## src/rtl/ysyx_23060332_ifu_pkg.sv

```systemverilog
// Shared IFU types: fetch address/instruction widths, reset PC and FSM state encodings.
// Also holds the redirect alignment helper used by the PC register.
package ysyx_23060332_ifu_pkg;

  localparam int INST_W = 32;
  localparam int ADDR_W = 32;
  localparam logic [ADDR_W-1:0] RESET_PC_DEFAULT = 32'h8000_0000;

  typedef logic [INST_W-1:0] inst_t;
  typedef logic [ADDR_W-1:0] addr_t;

  typedef enum logic [1:0] {
    S_REQ  = 2'd0,
    S_WAIT = 2'd1,
    S_OUT  = 2'd2
  } ifu_state_e;

  // Branch targets are forced to word alignment.
  function automatic addr_t align_target(input addr_t a);
    return a & 32'hFFFF_FFFC;
  endfunction

endpackage

```

## src/rtl/ysyx_23060332_ifu_if.sv

```systemverilog
// IFU bus bundle: imem request/response, decode-stage handoff and execute-stage redirect.
// master = IFU side, slave = memory/pipeline environment side.
interface ysyx_23060332_ifu_if;
  import ysyx_23060332_ifu_pkg::*;

  logic  imem_req_valid;
  addr_t imem_req_addr;
  logic  imem_req_ready;
  logic  imem_rsp_valid;
  inst_t imem_rsp_data;
  logic  inst_valid;
  logic  inst_ready;
  inst_t inst_o;
  addr_t inst_addr;
  logic  redirect_en;
  addr_t redirect_addr;

  modport master (
    output imem_req_valid, imem_req_addr,
    input  imem_req_ready, imem_rsp_valid, imem_rsp_data,
    output inst_valid, inst_o, inst_addr,
    input  inst_ready, redirect_en, redirect_addr
  );

  modport slave (
    input  imem_req_valid, imem_req_addr,
    output imem_req_ready, imem_rsp_valid, imem_rsp_data,
    input  inst_valid, inst_o, inst_addr,
    output inst_ready, redirect_en, redirect_addr
  );

endinterface

```

## src/rtl/ysyx_23060332_ifu_pc_reg.sv

```systemverilog
// Program counter: hold, +4 on decode handshake, or aligned redirect target (redirect wins).
// pc_next is combinational so the FSM can load the request address in the same cycle.
module ysyx_23060332_pc_reg
  import ysyx_23060332_ifu_pkg::*;
#(
  parameter addr_t RESET_PC = RESET_PC_DEFAULT
) (
  input  logic  clk,
  input  logic  rst,
  input  logic  advance,
  input  logic  redirect_en,
  input  addr_t redirect_addr,
  output addr_t pc_next
);

  addr_t pc;

  always_comb begin
    pc_next = pc;
    if (redirect_en)
      pc_next = align_target(redirect_addr);
    else if (advance)
      pc_next = pc + 32'd4;
  end

  always_ff @(posedge clk) begin
    if (rst)
      pc <= RESET_PC;
    else
      pc <= pc_next;
  end

endmodule

```

## src/rtl/ysyx_23060332_ifu.sv

```systemverilog
// Non-pipelined fetch unit: REQ -> WAIT -> OUT, one outstanding request, responses killed by redirect.
// Latency rsp->inst_valid 1 cycle; backpressure holds request/instruction until the handshake.
module ysyx_23060332_ifu
  import ysyx_23060332_ifu_pkg::*;
#(
  parameter addr_t RESET_PC = RESET_PC_DEFAULT
) (
  input  logic                 clk,
  input  logic                 rst,
  ysyx_23060332_ifu_if.master  bus
);

  ifu_state_e state;
  logic       kill;
  logic       req_valid;
  addr_t      req_addr;
  logic       inst_valid;
  inst_t      inst_o;
  addr_t      inst_addr;
  addr_t      pc_next;
  logic       advance;

  assign advance = (state == S_OUT) && inst_valid && bus.inst_ready;

  ysyx_23060332_pc_reg #(.RESET_PC(RESET_PC)) u_pc_reg (
    .clk           (clk),
    .rst           (rst),
    .advance       (advance),
    .redirect_en   (bus.redirect_en),
    .redirect_addr (bus.redirect_addr),
    .pc_next       (pc_next)
  );

  always_ff @(posedge clk) begin
    if (rst) begin
      state      <= S_REQ;
      kill       <= 1'b0;
      req_valid  <= 1'b0;
      req_addr   <= RESET_PC;
      inst_valid <= 1'b0;
      inst_o     <= '0;
      inst_addr  <= '0;
    end else begin
      case (state)
        S_REQ: begin
          if (!req_valid) begin
            // Nothing issued yet (post-reset): retarget freely, no kill needed.
            req_valid <= 1'b1;
            req_addr  <= pc_next;
          end else begin
            // An issued request is never withdrawn; a redirect only marks its response dead.
            if (bus.redirect_en)
              kill <= 1'b1;
            if (bus.imem_req_ready) begin
              req_valid <= 1'b0;
              state     <= S_WAIT;
            end
          end
        end
        S_WAIT: begin
          if (bus.imem_rsp_valid) begin
            if (kill || bus.redirect_en) begin
              kill      <= 1'b0;
              req_valid <= 1'b1;
              req_addr  <= pc_next;
              state     <= S_REQ;
            end else begin
              inst_o     <= bus.imem_rsp_data;
              inst_addr  <= req_addr;
              inst_valid <= 1'b1;
              state      <= S_OUT;
            end
          end else if (bus.redirect_en) begin
            kill <= 1'b1;
          end
        end
        S_OUT: begin
          if (bus.redirect_en || bus.inst_ready) begin
            inst_valid <= 1'b0;
            req_valid  <= 1'b1;
            req_addr   <= pc_next;
            state      <= S_REQ;
          end
        end
        default: begin
          state <= S_REQ;
        end
      endcase
    end
  end

  assign bus.imem_req_valid = req_valid;
  assign bus.imem_req_addr  = req_addr;
  assign bus.inst_valid     = inst_valid;
  assign bus.inst_o         = inst_o;
  assign bus.inst_addr      = inst_addr;

endmodule

```

## src/flat_wrapper.sv

```systemverilog
// flat-port wrapper written by rule: the top's interface ports become plain ports
module ysyx_23060332_ifu_flat import ysyx_23060332_ifu_pkg::*;
#(
  parameter addr_t RESET_PC = RESET_PC_DEFAULT
)
  (clk, rst, bus_imem_req_valid, bus_imem_req_addr, bus_imem_req_ready, bus_imem_rsp_valid, bus_imem_rsp_data, bus_inst_valid, bus_inst_o, bus_inst_addr, bus_inst_ready, bus_redirect_en, bus_redirect_addr);
  ysyx_23060332_ifu_if bus_i ();
  input  logic clk;
  input  logic rst;
  output wire logic [$bits(bus_i.imem_req_valid)-1:0] bus_imem_req_valid;
  output wire logic [$bits(bus_i.imem_req_addr)-1:0] bus_imem_req_addr;
  input wire logic [$bits(bus_i.imem_req_ready)-1:0] bus_imem_req_ready;
  input wire logic [$bits(bus_i.imem_rsp_valid)-1:0] bus_imem_rsp_valid;
  input wire logic [$bits(bus_i.imem_rsp_data)-1:0] bus_imem_rsp_data;
  output wire logic [$bits(bus_i.inst_valid)-1:0] bus_inst_valid;
  output wire logic [$bits(bus_i.inst_o)-1:0] bus_inst_o;
  output wire logic [$bits(bus_i.inst_addr)-1:0] bus_inst_addr;
  input wire logic [$bits(bus_i.inst_ready)-1:0] bus_inst_ready;
  input wire logic [$bits(bus_i.redirect_en)-1:0] bus_redirect_en;
  input wire logic [$bits(bus_i.redirect_addr)-1:0] bus_redirect_addr;
  assign bus_imem_req_valid = bus_i.imem_req_valid;
  assign bus_imem_req_addr = bus_i.imem_req_addr;
  assign bus_i.imem_req_ready = bus_imem_req_ready;
  assign bus_i.imem_rsp_valid = bus_imem_rsp_valid;
  assign bus_i.imem_rsp_data = bus_imem_rsp_data;
  assign bus_inst_valid = bus_i.inst_valid;
  assign bus_inst_o = bus_i.inst_o;
  assign bus_inst_addr = bus_i.inst_addr;
  assign bus_i.inst_ready = bus_inst_ready;
  assign bus_i.redirect_en = bus_redirect_en;
  assign bus_i.redirect_addr = bus_redirect_addr;
  ysyx_23060332_ifu #(.RESET_PC(RESET_PC)) u_core (.clk(clk), .rst(rst), .bus(bus_i));
endmodule
```

## config.mk

```make
export PLATFORM = sky130hd
export DESIGN_NAME = ysyx_23060332_ifu_flat
export DESIGN_NICKNAME = d
export VERILOG_FILES = /design/src/rtl/ysyx_23060332_ifu_pkg.sv /design/src/rtl/ysyx_23060332_ifu_if.sv /design/src/rtl/ysyx_23060332_ifu_pc_reg.sv /design/src/rtl/ysyx_23060332_ifu.sv /design/src/flat_wrapper.sv
export SDC_FILE = /design/constraint.sdc
export NUM_CORES = 1
export LEC_CHECK = 0
export ABC_AREA = 1
export CORE_ASPECT_RATIO = 0.6
export CORE_MARGIN = 3
export CORE_UTILIZATION = 44
export CTS_CLUSTER_SIZE = 28
export DETAILED_ROUTE_END_ITERATION = 10
export PLACE_DENSITY = 0.84
export SETUP_SLACK_MARGIN = 0.4
export SYNTH_ARGS = -nofsm -noshare
export SYNTH_HDL_FRONTEND = slang
export SYNTH_HIERARCHICAL = 1
export SYNTH_SLANG_ARGS = --single-unit
```

## constraint.sdc

```tcl
create_clock -name clk -period 2.02 [get_ports clk]
set_input_delay 0.202 -clock clk [delete_from_list [all_inputs] [get_ports clk]]
set_output_delay 0.202 -clock clk [all_outputs]
set_load 0.1 [all_outputs]
```

### After elaboration in Yosys (flattened, before gate mapping)

Cells that the tools add are included.

* input bits: 70
* output and inout port bits: 98
* logic and storage cells: 62
* register bits: 133

* add/subtract/negate cells: 1
* bitwise operators: 1
* equality and inequality tests: 10
* muxes and demuxes: 28
* reductions and logical operators: 14

Operators with widths (number)
* $mux W32: 6
* $pmux W32 S3: 1
* $add A32 B3 Y32 const B: 1
* $mux W1: 12
* $reduce_and A4 Y1: 3
* $mux W2: 5
* $ne A2 B2 Y1 const B: 5
* $pmux W2 S3: 1
* $reduce_and A3 Y1: 2
* $reduce_and A5 Y1: 1
* $ne A2 B1 Y1 const B: 2
* $pmux W1 S2: 2
* $reduce_bool A2 Y1: 2
* $ne A3 B2 Y1 const B: 1
* $pmux W1 S3: 1
* $reduce_bool A3 Y1: 1
* $eq A2 B1 Y1 const B: 1
* $eq A2 B2 Y1 const B: 1
* $logic_and A1 B1 Y1: 2
* $logic_not A2 Y1: 1
* $logic_or A1 B1 Y1: 2
* $not A1 Y1: 1

### Depth between registers and ports, before layout

Gate-level depths: netlist (run 1).

* word-level depth: 8
* depth in mapped cells: 17

### By module

Netlist (run 1), hierarchy kept.

By module, submodules not included
* ysyx_23060332_ifu: times used 1, cells an instance 538, area an instance 4199.0 sq um, sequential area each 2021.9 sq um
* ysyx_23060332_pc_reg: times used 1, cells an instance 333, area an instance 2080.7 sq um, sequential area each 640.6 sq um

### Worst setup path before layout (run 1)

OpenSTA, ideal clock, no wires.

* kind: register -> register
* start: register u_core.inst_valid (netlist: u_core/bus.inst_valid)
* end: register u_core.req_addr[27] (netlist: u_core/bus.imem_req_addr[27])
* library setup time: 0.118 ns
* data arrival time: 2.342 ns
* data required time: 1.902 ns
* stages on the path, launching flop included: 16
* path slack: -0.439 ns
* cells stage by stage: dfxtp_1 > and3_1 > nand3_1 > nor2_2 > nand2_2 > nor2_4 > buf_6 > nand3_1 > nand2_1 > nand3_1 > nand2_1 > inv_1 > inv_1 > nand3_1 > nand2_1 > nor2_1

* word-level cells in the longest chain between the ends: 7
* elaborated cells between the ends (all ways): 9
* classes of those cells: mux: 7; reduce/logical: 2

Ends and longest elaborated chain
* start: declaration: RTL line ysyx_23060332_ifu.sv:17 `logic inst_valid;`
* start signal: assignment: RTL line ysyx_23060332_ifu.sv:40 `inst_valid <= 1'b0;`
* start signal: assignment: RTL line ysyx_23060332_ifu.sv:70 `inst_valid <= 1'b1;`
* start signal: assignment: RTL line ysyx_23060332_ifu.sv:79 `inst_valid <= 1'b0;`
* $logic_and A1 B1 Y1 (*) (2 in a row): RTL line ysyx_23060332_ifu.sv:23 `assign advance = (state == S_OUT) && inst_valid && bus.inst_ready;`
* net u_core.advance: RTL line ysyx_23060332_ifu.sv:21 `logic advance;`
* $mux W32 (*): RTL line ysyx_23060332_ifu_pc_reg.sv:22 `else if (advance)`
* $mux W32 (*): RTL line ysyx_23060332_ifu_pc_reg.sv:20 `if (redirect_en)`
* net u_core.pc_next[27]: RTL line ysyx_23060332_ifu.sv:20 `addr_t pc_next;`
* $mux W32: RTL line ysyx_23060332_ifu.sv:62 `if (kill || bus.redirect_en) begin`
* $mux W32: RTL line ysyx_23060332_ifu.sv:61 `if (bus.imem_rsp_valid) begin`
* $pmux W32 S3 (*): RTL line ysyx_23060332_ifu.sv:44 `case (state)`
* end signal: assignment: RTL line ysyx_23060332_ifu.sv:49 `req_addr <= pc_next;`
* end signal: assignment: RTL line ysyx_23060332_ifu.sv:65 `req_addr <= pc_next;`
* end signal: assignment: RTL line ysyx_23060332_ifu.sv:81 `req_addr <= pc_next;`
* end: declaration: RTL line ysyx_23060332_ifu.sv:16 `addr_t req_addr;`

Mark *: on every way through the listed nets, which the timed path passes. The rest lies on a longest branch. The select of a mux whose other input is x is not followed.
A chain may end at the register's enable or synchronous reset.

### Final worst setup path (run 1)

* start: register u_core.state[0]
* end: register u_core.req_addr[22] (netlist: u_core/bus.imem_req_addr[22])

* word-level cells in the longest chain between the ends: 8
* elaborated cells between the ends (all ways): 18
* classes of those cells: eq/ne: 6; mux: 7; reduce/logical: 5

Ends and longest elaborated chain
* start: declaration: RTL line ysyx_23060332_ifu.sv:13 `ifu_state_e state;`
* start signal: assignment: RTL line ysyx_23060332_ifu.sv:36 `state <= S_REQ;`
* start signal: assignment: RTL line ysyx_23060332_ifu.sv:56 `state <= S_WAIT;`
* start signal: assignment: RTL line ysyx_23060332_ifu.sv:66 `state <= S_REQ;`
* $eq A2 B2 Y1 (*): RTL line ysyx_23060332_ifu.sv:23
* $logic_and A1 B1 Y1 (*) (2 in a row): RTL line ysyx_23060332_ifu.sv:23
* net u_core.advance: RTL line ysyx_23060332_ifu.sv:21
* $mux W32 (*): RTL line ysyx_23060332_ifu_pc_reg.sv:22
* $mux W32 (*): RTL line ysyx_23060332_ifu_pc_reg.sv:20
* net u_core.pc_next[22]: RTL line ysyx_23060332_ifu.sv:20
* $mux W32: RTL line ysyx_23060332_ifu.sv:62
* $mux W32: RTL line ysyx_23060332_ifu.sv:61
* $pmux W32 S3 (*): RTL line ysyx_23060332_ifu.sv:44

Marked as above.

==> results by group, run 1 <==
Worst setup path
  – Crit path max fanout: 5
  – Startpoint Class: flop
  – CP arrival: 2.57 ns
  – Critical path class: flop to flop
  – Worst reg2reg path depth: 15
  – Crit end category: flop
  – R2R Path End: u_core/bus.imem_req_addr[22]$_SDFFE_PP0P_
  – FF-to-FF Start: u_core/state[0]$_SDFFE_PP0P_
  – R2r setup slk: -0.22 ns
  – Worst endpoint required time: 2.35 ns

Global route
  – Vias in the first global route: 6276
  – Largest net degree at the start of global routing: 65
  – Total gr overflow: 0
  – GRT Total Usage: 24.1%
  – First-pass GRT wire length: 31000 um
  – Initial antenna violation count: 1

Die
  – DIE WIDTH: 160 um
  – Die extent in y: 98.5 um
  – Ports: 168
  – Core Area: 0.0138 mm^2
  – Die area: 0.0158 mm^2
  – Initial cell density of the core: 45.5%
  – Row count: 33

Run status
  – Status: finished with violations
  – Failing checks: negative setup slack

Power
  – VDD IR-drop max: 1.27 mV
  – Cell Pwr Density: 1540 mW/mm^2
  – P_leak: 4.58 nW
  – Power after layout: 15.3 mW

Yosys
  – Mapped Area: 0.00628 mm^2
  – Dominant cells by area after synthesis: dfxtp_1 42%, nor2_1 12%, nand2_1 8.2%, nand3_1 4.9%, inv_1 4.7%
  – Avg Synthesized Cell Area: 7.21 um^2
  – Synth Flop Type: dfxtp_1
  – Synthesized netlist cell count: 871
  – Syn Nets: 947
  – Async set or reset register ratio after synthesis: 0%
  – Sequential fraction of the synthesis area: 42.4%
  – Synth Warn #: 6
  – Post-synthesis cell type count: 37
  – Number of synthesized flops with an enable pin: 0
  – Area leader, netlist: dfxtp_1
  – Yosys reg bits: 133
  – Share of the synthesized area in the top cell type: 42.4%

STA
  – Fmax: 446 MHz
  – Tcrit/Tclk final: 111%
  – RSZ-0062 raised after global routing: yes
  – Slew margin rel.: 70.8%
  – Final Hold Vio Count: 0
  – Worst Slack Setup Final: -0.221 ns
  – Worst slew pin tran: 0.437 ns
  – Final setup vio count: 15
  – Max-slew violations: 0
  – Final Skew: 0.0159 ns
  – Min cycle time layout: 2.24 ns

CTS
  – Clock tree buffer depth: 2
  – Clk slew on worst S/H paths: 0.07 ns
  – CTS tree: yes
  – Clock latency on the worst-skew pair: 0.42 ns
  – Cts bufs inserted: 17
  – Clk sinks: 133
  – H-tree depth reported by CTS: 4
  – CTS root buffer: clkbuf_16

Route
  – Via count: 7010
  – DRT iter0 DRCs: 656
  – Detailed Route WL: 23600 um
  – ANT nets after route: 0
  – Vias/cell: 5.37
  – DR WL/cell: 18.1 um
  – First-pass iteration count of the detailed router: 6
  – DRC Markers: 0

Cells and area
  – Most common cell after layout, fill and taps aside: nor2_1
  – Final cell count without fillers: 1305
  – Area Growth Syn to Fin: 58.5%
  – Most frequent cells in the layout: 170 x nor2_1, 133 x buf_4, 129 x nand2_1, 129 x dfxtp_1, 71 x inv_1
  – Layout cell share with drive strength beyond 1: 33.4%
  – Layout Nets: 1176
  – # diodes: 0

Hold path
  – Worst hold path depth: 3
  – Hold Crit Endpoint: u_core/bus.inst_o[12]$_SDFFE_PP0P_
  – Hold_sp: bus_imem_rsp_data[12]
  – Min-delay worst type: input port to flop

Placed design
  – Cells after DPL: 1212
  – HPWL Detailed: 12400 um
  – Final RePlAce weighted congestion: 0.889
  – Input/output buffers: 165

Run
  – Maxcap violations: 0
==> where the power goes <==
group | switching, mW | internal (mW) | total [mW]
logic | 5.57 | 2.86 | 8.43
clock network | 1.33 | 1.89 | 3.22
registers | 0.534 | 3.15 | 3.68
==> cell families after synthesis <==
logic type	share of synthesized area, %
simple gates	32.0
fa+ha+maj	1.20
xor+xnor	0.697
flops	42.4
compound gates	12.4
buf+inv	11.3
==> metrics by stage <==
| step | util, % | hold slack, ns | TNS, ns | setup slack [ns] | area (um^2) |
|---|---|---|---|---|---|
| 2_1_floorplan | - | 0.271 | 0 | 0.144 | 6320 |
| 3_3_place_gp | 57.5 | 0.426 | -1.87 | -0.160 | 7930 |
| 3_5_place_dp | 57.5 | 0.429 | -4.06 | -0.267 | 7930 |
| 4_1_cts | 65.6 | 0.363 | 0 | 0.00677 | 9040 |
| 5_1_grt | 72.2 | 0.364 | -3.34 | -0.244 | 9950 |
| 6_report | 72.2 | 0.361 | -1.15 | -0.221 | 9950 |
==> worst max path at each step <==
stage	slack (ns)	startpoint	endpoint	cells after the start
4_1_cts	0.007	u_core/state[0]$_SDFFE_PP0P_	u_core/bus.imem_req_addr[31]$_SDFFE_PP1P_	15
2_1_floorplan	0.14	u_core/bus.inst_valid$_SDFFE_PP0P_	u_core/bus.imem_req_addr[27]$_SDFFE_PP0P_	15
5_1_grt	-0.24	u_core/state[0]$_SDFFE_PP0P_	u_core/bus.imem_req_addr[22]$_SDFFE_PP0P_	15
3_3_place_gp	-0.16	bus_inst_ready	u_core/bus.imem_req_addr[19]$_SDFFE_PP0P_	15
3_5_place_dp	-0.27	bus_inst_ready	u_core/bus.imem_req_addr[19]$_SDFFE_PP0P_	15
6_report	-0.22	u_core/state[0]$_SDFFE_PP0P_	u_core/bus.imem_req_addr[22]$_SDFFE_PP0P_	15
==> synth_stat cells, types with 5 or more instances <==
library cell,number
nor3_1,5
clkbuf_1,14
o21ai_1,52
nand2_1,137
nand3_1,62
a21oi_1,47
or2_2,7
a21oi_2,10
o21ai_0,24
dfxtp_1,133
nor2_1,198
nor2_4,5
inv_1,78
buf_12,7
nand3_2,12
ha_1,6
buf_6,11
buf_2,10
nand2_2,5
nand4_1,11
==> sequential cells by signal (all words and copies together) (netlist names) <==
register                   count
u_core/bus.imem_req_addr      32
u_core/bus.inst_addr          32
u_core/bus.inst_o             32
u_core/u_pc_reg/pc            32
u_core/state                   2
u_core/bus.imem_req_valid      1
u_core/bus.inst_valid          1
u_core/kill                    1
==> per-layer routing <==
metal	vias up	GRT usage, %	share of wire, %
li1	3263	-	-
met1	3283	31.7	41
met2	404	38.5	46
met3	58	6.85	10
met4	2	8.00	2.5
met5	-	0	0.055
==> timing repair <==
action	CTS	global route
gates resized for setup	44	121
hold buffers	0	0
endpoints found under the setup margin	122	126
cloned	6	18
buffers inserted	21	16
endpoints found under the hold margin	0	0
pin swaps	20	58
==> final cells by class <==
class                           instances  area, um^2
Clock buffer                           18         439
Clock inverter                         14         166
Fill cell                            1023        3840
Inverter                               81         317
Multi-Input combinational cell        609        3370
Sequential cell                       133        2670
Tap cell                              192         240
Timing Repair Buffer                  258        2750
==> worst max-delay path: stages (launching register included) <==
cell     delay [ns]
dfxtp_2        0.33
inv_2          0.07
ha_4           0.14
and3_4         0.26
nand3_4        0.13
nor2_4         0.17
nand3_4        0.12
nor2_4         0.20
nor2_1         0.07
o21ai_1        0.14
nand2_1        0.10
inv_2          0.08
inv_2          0.04
nand3_2        0.07
nand2_2        0.04
nor2_1         0.18
No activity file was read; power rests on OpenSTA's default activity.
==> inputs of run 2 (changes only) <==
--- a/config.mk
+++ b/config.mk
@@ -8,12 +8,11 @@
 export ABC_AREA = 1
 export CORE_ASPECT_RATIO = 0.6
 export CORE_MARGIN = 3
-export CORE_UTILIZATION = 44
+export CORE_UTILIZATION = 43
 export CTS_CLUSTER_SIZE = 28
 export DETAILED_ROUTE_END_ITERATION = 10
-export PLACE_DENSITY = 0.84
+export PLACE_DENSITY = 0.83
 export SETUP_SLACK_MARGIN = 0.4
 export SYNTH_ARGS = -nofsm -noshare
 export SYNTH_HDL_FRONTEND = slang
-export SYNTH_HIERARCHICAL = 1
 export SYNTH_SLANG_ARGS = --single-unit
==> run 2 against run 1 <==
Against the previous run: the flow now finishes without violations; sequential share of layout area is 1.8 points higher; die area decreased by 5.5%; register-to-register slack improved by 0.34 ns; via count down 4.0%; non-clock buffer count fell by 25; final cell count shrank 6.4%; power is 12% higher; synthesized area shrank 7.9%.
==> results by group, run 2 <==
STA
  – Final Skew: 0.0114 ns (was 0.0159 ns)
  – Slew margin rel.: 57.4% (was 70.8%)
  – Final Hold Vio Count: 0 (unchanged)
  – Worst slew pin tran: 0.639 ns (was 0.437 ns)
  – Final setup vio count: 0 (was 15)
  – Min cycle time layout: 1.90 ns (was 2.24 ns)
  – RSZ-0062 raised after global routing: yes (unchanged)
  – Max-slew violations: 0 (unchanged)
  – Setup TNS Final: 0 ns (was -1.15 ns)
  – Fmax: 526 MHz (was 446 MHz)
  – Tcrit/Tclk final: 94.1% (was 111%)

Yosys
  – Yosys reg bits: 133 (unchanged)
  – Share of the synthesized area in the top cell type: 46.0% (was 42.4%)
  – Cell with the most instances after synthesis: nor2_1 (unchanged)
  – Syn Nets: 902 (was 947)
  – Synthesized netlist cell count: 826 (was 871)
  – Synth Warn #: 0 (was 6)
  – Synth Flop Type: dfxtp_1 (unchanged)
  – Mapped Area: 0.00578 mm^2 (was 0.00628 mm^2)
  – Avg Synthesized Cell Area: 7.00 um^2 (was 7.21 um^2)
  – Dominant cells by area after synthesis: dfxtp_1 46%, nor2_1 14%, nand2_1 8.2%, o21ai_0 7.1%, nand3_1 4.6% (was dfxtp_1 42%, nor2_1 12%, nand2_1 8.2%, nand3_1 4.9%, inv_1 4.7%)
  – Sequential fraction of the synthesis area: 46.0% (was 42.4%)
  – Area leader, netlist: dfxtp_1 (unchanged)
  – Async set or reset register ratio after synthesis: 0% (unchanged)
  – Post-synthesis cell type count: 32 (was 37)
  – Synth top cells by count: 221 x nor2_1, 133 x dfxtp_1, 127 x nand2_1, 82 x o21ai_0, 68 x inv_1 (was 198 x nor2_1, 137 x nand2_1, 133 x dfxtp_1, 78 x inv_1, 62 x nand3_1)
  – Number of synthesized flops with an enable pin: 0 (unchanged)

Route
  – DRC Markers: 0 (unchanged)
  – DR WL/cell: 18.5 um (was 18.1 um)
  – DRT iter0 DRCs: 920 (was 656)
  – First-pass iteration count of the detailed router: 8 (was 6)
  – ANT nets after route: 0 (unchanged)
  – Via count: 6732 (was 7010)
  – Vias/cell: 5.51 (was 5.37)
  – Detailed Route WL: 22600 um (was 23600 um)

Power
  – Total net switching power: 8.39 mW (was 7.43 mW)
  – Flop pwr share: 22.4% (was 24.0%)
  – VDD IR-drop max: 0.902 mV (was 1.27 mV)
  – Combinational power share: 57.6% (was 55.0%)
  – Cell Pwr Density: 1840 mW/mm^2 (was 1540 mW/mm^2)
  – Power share of the clock group: 19.9% (was 21.0%)
  – P_leak: 4.44 nW (was 4.58 nW)
  – Internal power: 8.71 mW (was 7.90 mW)
  – Switching share of power: 49.1% (was 48.5%)

Worst setup path
  – Startpoint Class: flop (unchanged)
  – Worst endpoint required time: 2.34 ns (was 2.35 ns)
  – Crit end category: flop (unchanged)
  – Critical path class: flop to flop (unchanged)
  – CP arrival: 2.22 ns (was 2.57 ns)
  – Crit path max fanout: 7 (was 5)

Cells and area
  – Most frequent cells in the layout: 196 x nor2_1, 128 x dfxtp_1, 127 x buf_4 (was 170 x nor2_1, 133 x buf_4, 129 x nand2_1, 129 x dfxtp_1, 71 x inv_1)
  – Final Cell Area: 0.00932 mm^2 (was 0.00995 mm^2)
  – Area Growth Syn to Fin: 61.1% (was 58.5%)
  – Layout Nets: 1114 (was 1176)
  – Layout cell share with drive strength beyond 1: 31.3% (was 33.4%)
  – Most common cell after layout, fill and taps aside: nor2_1 (unchanged)
  – Final cell count without fillers: 1221 (was 1305)
  – # diodes: 0 (unchanged)

Run
  – Maxcap violations: 0 (unchanged)

CTS
  – H-tree depth reported by CTS: 4 (unchanged)
  – Clk sinks: 133 (unchanged)
  – Clk slew on worst S/H paths: 0.06 ns (was 0.07 ns)
  – Cts bufs inserted: 17 (unchanged)
  – Clock tree buffer depth: 2 (unchanged)
  – CTS tree: yes (unchanged)
  – Clock latency on the worst-skew pair: 0.42 ns (about the same)
  – CTS root buffer: clkbuf_16 (unchanged)
  – Post-cts hold buffer count: 0 (unchanged)

Hold path
  – Min-delay worst type: input port to flop (unchanged)

Die
  – Row count: 32 (was 33)
  – Die area: 0.0149 mm^2 (was 0.0158 mm^2)
  – Ports: 168 (unchanged)
  – Core Area: 0.0130 mm^2 (was 0.0138 mm^2)
  – Die extent in y: 95.8 um (was 98.5 um)
  – Initial cell density of the core: 44.6% (was 45.5%)
  – DIE WIDTH: 156 um (was 160 um)

Global route
  – Initial antenna violation count: 0 (was 1)
  – Vias in the first global route: 6074 (was 6276)
  – GRT Total Usage: 25.5% (was 24.1%)
  – Total gr overflow: 0 (unchanged)
  – Largest net degree at the start of global routing: 63 (was 65)
  – First-pass GRT wire length: 30400 um (was 31000 um)

Placed design
  – HPWL Detailed: 12000 um (was 12400 um)
  – Cells after DPL: 1139 (was 1212)
  – Final RePlAce weighted congestion: 0.935 (was 0.889)
  – Placed instance area: 0.00746 mm^2 (was 0.00793 mm^2)
  – Input/output buffers: 165 (unchanged)

Run status
  – Status: complete, no violations (was finished with violations)
-- run 2: changes by cell type after synthesis, moves of 11 or more --
| cell | change |
|---|---|
| o21ai_1 | -42 |
| buf_6 | -11 |
| nor2_1 | +23 |
| o21ai_0 | +58 |
| a21oi_1 | -15 |
| clkbuf_1 | +12 |
-- run 2: worst max-delay path: stages (launching register included) --
cell	delay, ns
dfxtp_4	0.36
inv_4	0.06
ha_4	0.14
inv_4	0.05
nor2_8	0.19
nand3_4	0.17
nor2_8	0.22
xnor2_1	0.18
nand2_1	0.12
o21ai_2	0.11
nand2_1	0.08
nand2_1	0.07
inv_1	0.04
-- run 2: cells by family (layout without fill, tap and decap cells) --
group,after synthesis,in the layout,synth area share [%]
simple gates,433,433,31.7
compound gates,133,133,12.0
flops,133,133,46.0
buf+inv,114,339,7.85
xor+xnor,7,7,1.06
fa+ha+maj,6,6,1.30
-- run 2: path summary, 6_finish.rpt --
kind                                                             from  slack, ns  cells after the start                                   endpoint
worst max-delay path                     u_core.state[0]$_SDFFE_PP0P_       0.12                     12  u_core.bus.imem_req_addr[12]$_SDFFE_PP0P_
worst min register to register  u_core.bus.inst_addr[11]$_SDFFE_PP0P_       0.50                      2      u_core.bus.inst_addr[11]$_SDFFE_PP0P_
worst max register to register           u_core.state[0]$_SDFFE_PP0P_       0.12                     12  u_core.bus.imem_req_addr[12]$_SDFFE_PP0P_
worst min-delay path                                              rst       0.23                      3          u_core.u_pc_reg.pc[31]$_SDFF_PP1_
-- run 2: final cells by class --
class / count / area [um^2]
well taps: 170 / 213
fillers: 881 / 3650
repair inverters: 1 / 16.3
multi-input cells: 579 / 3200
inverters: 73 / 299
flip-flops and latches: 133 / 2670
clock buffers: 17 / 425
clock inverters: 15 / 220
repair buffers: 233 / 2270
-- run 2: layer usage --
layer	wire length, um	track usage, %	share of wire, %	vias to the layer above
met4	697	8.23	3.1	0
li1	-	-	-	3053
met1	8890	34.8	39	3116
met2	10600	39.5	47	472
met5	0	0	0	-
met3	2460	6.83	11	91
-- run 2: what timing repair did --
action | in CTS | in global routing
pin swaps | 26 | 39
buffers inserted | 28 | 14
resized for setup | 59 | 125
cloned | 6 | 2
setup endpoints to repair | 108 | 124
-- run 2: stage by stage --
step	util, %	worst slack [ns]	total power, mW	hold slack, ns
2_1_floorplan	-	0.416	8.96	0.337
3_3_place_gp	57.5	0.0226	10.5	0.438
3_5_place_dp	57.5	-0.00176	10.6	0.438
4_1_cts	67.0	0.240	15.7	0.196
5_1_grt	71.8	-0.0165	17.7	0.247
6_report	71.8	0.119	17.1	0.225
-- run 2: power groups by stage --
stage,sequential (mW),combinational [mW],clock [mW]
after floorplan,7.23,1.73,0
after global placement,3.74,6.80,0
after detailed placement,3.75,6.88,0
after CTS,3.73,8.59,3.39
after global routing,3.91,10.2,3.53
final,3.84,9.85,3.41
==> inputs of run 3 (changes only) <==
--- a/config.mk
+++ b/config.mk
@@ -8,10 +8,11 @@
 export ABC_AREA = 1
 export CORE_ASPECT_RATIO = 0.6
 export CORE_MARGIN = 3
-export CORE_UTILIZATION = 43
+export CORE_UTILIZATION = 51
+export CTS_CLUSTER_DIAMETER = 30
 export CTS_CLUSTER_SIZE = 28
 export DETAILED_ROUTE_END_ITERATION = 10
-export PLACE_DENSITY = 0.83
+export PLACE_DENSITY = 0.92
 export SETUP_SLACK_MARGIN = 0.4
 export SYNTH_ARGS = -nofsm -noshare
 export SYNTH_HDL_FRONTEND = slang
==> constraint.sdc (replaced) <==
create_clock -name clk -period 2.3 [get_ports clk]
set_input_delay 0.23 -clock clk [delete_from_list [all_inputs] [get_ports clk]]
set_output_delay 0.23 -clock clk [all_outputs]
set_load 0.1 [all_outputs]
==> run 3 against run 2 <==
Against the previous run: flip-flop and latch count did not move; via count down 7.4%; core utilization grew 3.6 points; final cell count shrank 6.1%; maximum frequency increased by 0.30%; largest cell class unchanged; largest power group unchanged.
==> results by group, run 3 (synthesis results as in run 2) <==
STA
  – RSZ-0062 raised after global routing: yes (unchanged)
  – Final Skew: 0.0120 ns (was 0.0114 ns)
  – Max-slew violations: 0 (unchanged)
  – Min cycle time layout: 1.89 ns (was 1.90 ns)
  – Final Hold Vio Count: 0 (unchanged)
  – Worst slew pin tran: 0.593 ns (was 0.639 ns)
  – Final setup vio count: 0 (unchanged)
  – Slew margin rel.: 60.5% (was 57.4%)
  – Tcrit/Tclk final: 82.4% (was 94.1%)
  – Final hold slack: 0.186 ns (was 0.225 ns)
  – Setup TNS Final: 0 ns (unchanged)
  – Fmax: 528 MHz (was 526 MHz)

Placed design
  – Final RePlAce weighted congestion: 0.957 (was 0.935)
  – Input/output buffers: 165 (unchanged)
  – HPWL Detailed: 11700 um (was 12000 um)
  – Placed instance area: 0.00730 mm^2 (was 0.00746 mm^2)

Die
  – Initial cell density of the core: 53.5% (was 44.6%)
  – Core Area: 0.0108 mm^2 (was 0.0130 mm^2)
  – DIE WIDTH: 143 um (was 156 um)
  – Row count: 29 (was 32)
  – Die extent in y: 88.5 um (was 95.8 um)
  – Ports: 168 (unchanged)
  – Die area: 0.0127 mm^2 (was 0.0149 mm^2)

Cells and area
  – Area Growth Syn to Fin: 41.1% (was 61.1%)
  – Area of the multi-input gates: 0.00276 mm^2 (was 0.00320 mm^2)
  – # diodes: 0 (unchanged)
  – Fill cells: 734 (was 881)
  – Layout Nets: 1071 (was 1114)
  – Reg area: 0.00267 mm^2 (about the same)
  – Layout cell share with drive strength beyond 1: 20.1% (was 31.3%)
  – Most common cell after layout, fill and taps aside: nor2_1 (unchanged)
  – Final Cell Area: 0.00816 mm^2 (was 0.00932 mm^2)
  – Most frequent cells in the layout: 215 x nor2_1, 130 x dfxtp_1, 123 x nand2_1 (was 196 x nor2_1, 128 x dfxtp_1, 127 x buf_4)

Worst setup path
  – Crit path max fanout: 5 (was 7)
  – Worst reg2reg path depth: 12 (unchanged)
  – CP Launch Point: u_core.state[0]$_SDFFE_PP0P_ (unchanged)
  – CP arrival: 2.22 ns (about the same)
  – Critical path class: flop to flop (unchanged)
  – Slowest CP cell: dfxtp_2 (was dfxtp_4)
  – R2r setup slk: 0.41 ns (was 0.12 ns)
  – Startpoint Class: flop (unchanged)
  – Worst path buffer plus inverter count: 4 (was 3)
  – Worst setup path end: u_core.bus.imem_req_addr[30]$_SDFFE_PP0P_ (was u_core.bus.imem_req_addr[12]$_SDFFE_PP0P_)
  – R2R Path End: u_core.bus.imem_req_addr[30]$_SDFFE_PP0P_ (was u_core.bus.imem_req_addr[12]$_SDFFE_PP0P_)
  – Crit-path cells: inv_2 > ha_4 > inv_4 > nor2_8 > nand3_4 > buf_12 > nor3_4 > nand4_1 > nand3_1 > nand3_2 > nand2_1 > inv_1 (was inv_4 > ha_4 > inv_4 > nor2_8 > nand3_4 > nor2_8 > xnor2_1 > nand2_1 > o21ai_2 > nand2_1 > nand2_1 > inv_1)
  – FF-to-FF Start: u_core.state[0]$_SDFFE_PP0P_ (unchanged)
  – Cell count along the critical path: 12 (unchanged)
  – Crit end category: flop (unchanged)
  – Dominant delay contributor by cell family on the critical path: simple AND/OR/NAND/NOR gates (unchanged)
  – CP peak stage delay: 0.33 ns (was 0.36 ns)
  – Worst endpoint required time: 2.62 ns (was 2.34 ns)

Route
  – DRC Markers: 0 (unchanged)
  – Max layer used: met4 (unchanged)
  – Vias/cell: 5.44 (was 5.51)
  – DR WL met2: 8390 um (was 10600 um)
  – Routed wl met3: 1930 um (was 2460 um)
  – DRT iter0 DRCs: 680 (was 920)
  – Length of routed wiring on met1: 7810 um (was 8890 um)
  – DR WL/cell: 16.1 um (was 18.5 um)
  – Via count: 6234 (was 6732)
  – First-pass iteration count of the detailed router: 7 (was 8)
  – Detailed Route WL: 18400 um (was 22600 um)
  – ANT nets after route: 0 (unchanged)

Power
  – Cell Pwr Density: 1530 mW/mm^2 (was 1840 mW/mm^2)
  – P_leak: 4.00 nW (was 4.44 nW)
  – VDD IR-drop max: 1.18 mV (was 0.902 mV)

Global route
  – First-pass GRT wire length: 27300 um (was 30400 um)
  – Largest net degree at the start of global routing: 65 (was 63)
  – Total gr overflow: 0 (unchanged)
  – GRT Total Usage: 27.3% (was 25.5%)
  – Vias in the first global route: 5456 (was 6074)
  – Initial antenna violation count: 0 (unchanged)

Hold path
  – Worst hold path depth: 3 (unchanged)
  – Min-delay worst type: input port to flop (unchanged)

CTS
  – CTS root buffer: clkbuf_16 (unchanged)
  – CTS tree: yes (unchanged)
  – Clock latency on the worst-skew pair: 0.42 ns (about the same)
  – Cts bufs inserted: 17 (unchanged)
  – H-tree depth reported by CTS: 4 (unchanged)
  – Clk slew on worst S/H paths: 0.06 ns (about the same)
  – Post-cts hold buffer count: 0 (unchanged)
  – Clock tree buffer depth: 2 (unchanged)
  – Clk sinks: 133 (unchanged)

Run status
  – Status: complete, no violations (unchanged)

Run
  – Maxcap violations: 0 (unchanged)
## run 3: cell count changes in the layout (fill, tap and decap cells not counted), moves of 11 or more
cell	previous run	this run
nor2_1	196	215
buf_6	20	3
nand3_1	32	49
o21ai_0	68	81
a21oi_1	21	32
nand3_2	17	6
## run 3: layout make-up
class                   instances  area share [%]
inverters                      73            3.48
clock buffers                  19            5.31
repair inverters                1          0.0767
multi-input cells             579            33.9
flip-flops and latches        133            32.7
well taps                     139            2.13
repair buffers                190            20.1
clock inverters                13            2.41
## run 3: repair_timing
item | 4_1_cts | 5_1_grt
cloned | 1 | 0
pin swaps | 0 | 15
resized for setup | 8 | 26
setup buffers | 3 | 10
setup endpoints to repair | 38 | 99
## run 3: routing by layer
layer  vias to the layer above  track usage [%]
met5                         -                0
met4                         0             7.95
met3                        39             7.72
met2                       342             42.2
met1                      2887             37.7
li1                       2966                -
## run 3: worst reg2reg max path, delay by kind of cell (launching register included)
family,cells,cell delay (ns)
AND/OR/NAND/NOR,7,0.97
flip-flops,1,0.33
adder cells (fa/ha/maj),1,0.16
buffers and inverters,4,0.33
## run 3: through the flow
step | utilization, % | setup WS [ns] | power [mW] | instances
2_1_floorplan | - | 0.404 | 7.82 | 826
3_3_place_gp | 67.5 | 0.175 | 9.12 | 1101
3_5_place_dp | 67.5 | 0.171 | 9.22 | 1101
4_1_cts | 73.9 | 0.408 | 12.3 | 1137
5_1_grt | 75.5 | 0.318 | 13.0 | 1147
6_report | 75.5 | 0.405 | 12.5 | 1147
## run 3: how the worst min path moves through the flow
stage | startpoint | endpoint | slack, ns
floorplan | bus_imem_rsp_data[2] | u_core.bus.inst_o[2]$_SDFFE_PP0P_ | 0.36
global placement | u_core.u_pc_reg.pc[1]$_SDFF_PP0_ | u_core.u_pc_reg.pc[1]$_SDFF_PP0_ | 0.44
detailed placement | u_core.u_pc_reg.pc[1]$_SDFF_PP0_ | u_core.u_pc_reg.pc[1]$_SDFF_PP0_ | 0.44
CTS | rst | u_core.u_pc_reg.pc[31]$_SDFF_PP1_ | 0.16
global route | rst | u_core.u_pc_reg.pc[31]$_SDFF_PP1_ | 0.21
finish | rst | u_core.u_pc_reg.pc[31]$_SDFF_PP1_ | 0.19
## run 3: where the power goes
group | internal, mW | switching, mW | total [mW]
clock | 1.83 | 1.08 | 2.92
combinational | 1.46 | 4.85 | 6.31
sequential | 2.83 | 0.464 | 3.29
total | 6.13 | 6.39 | 12.5
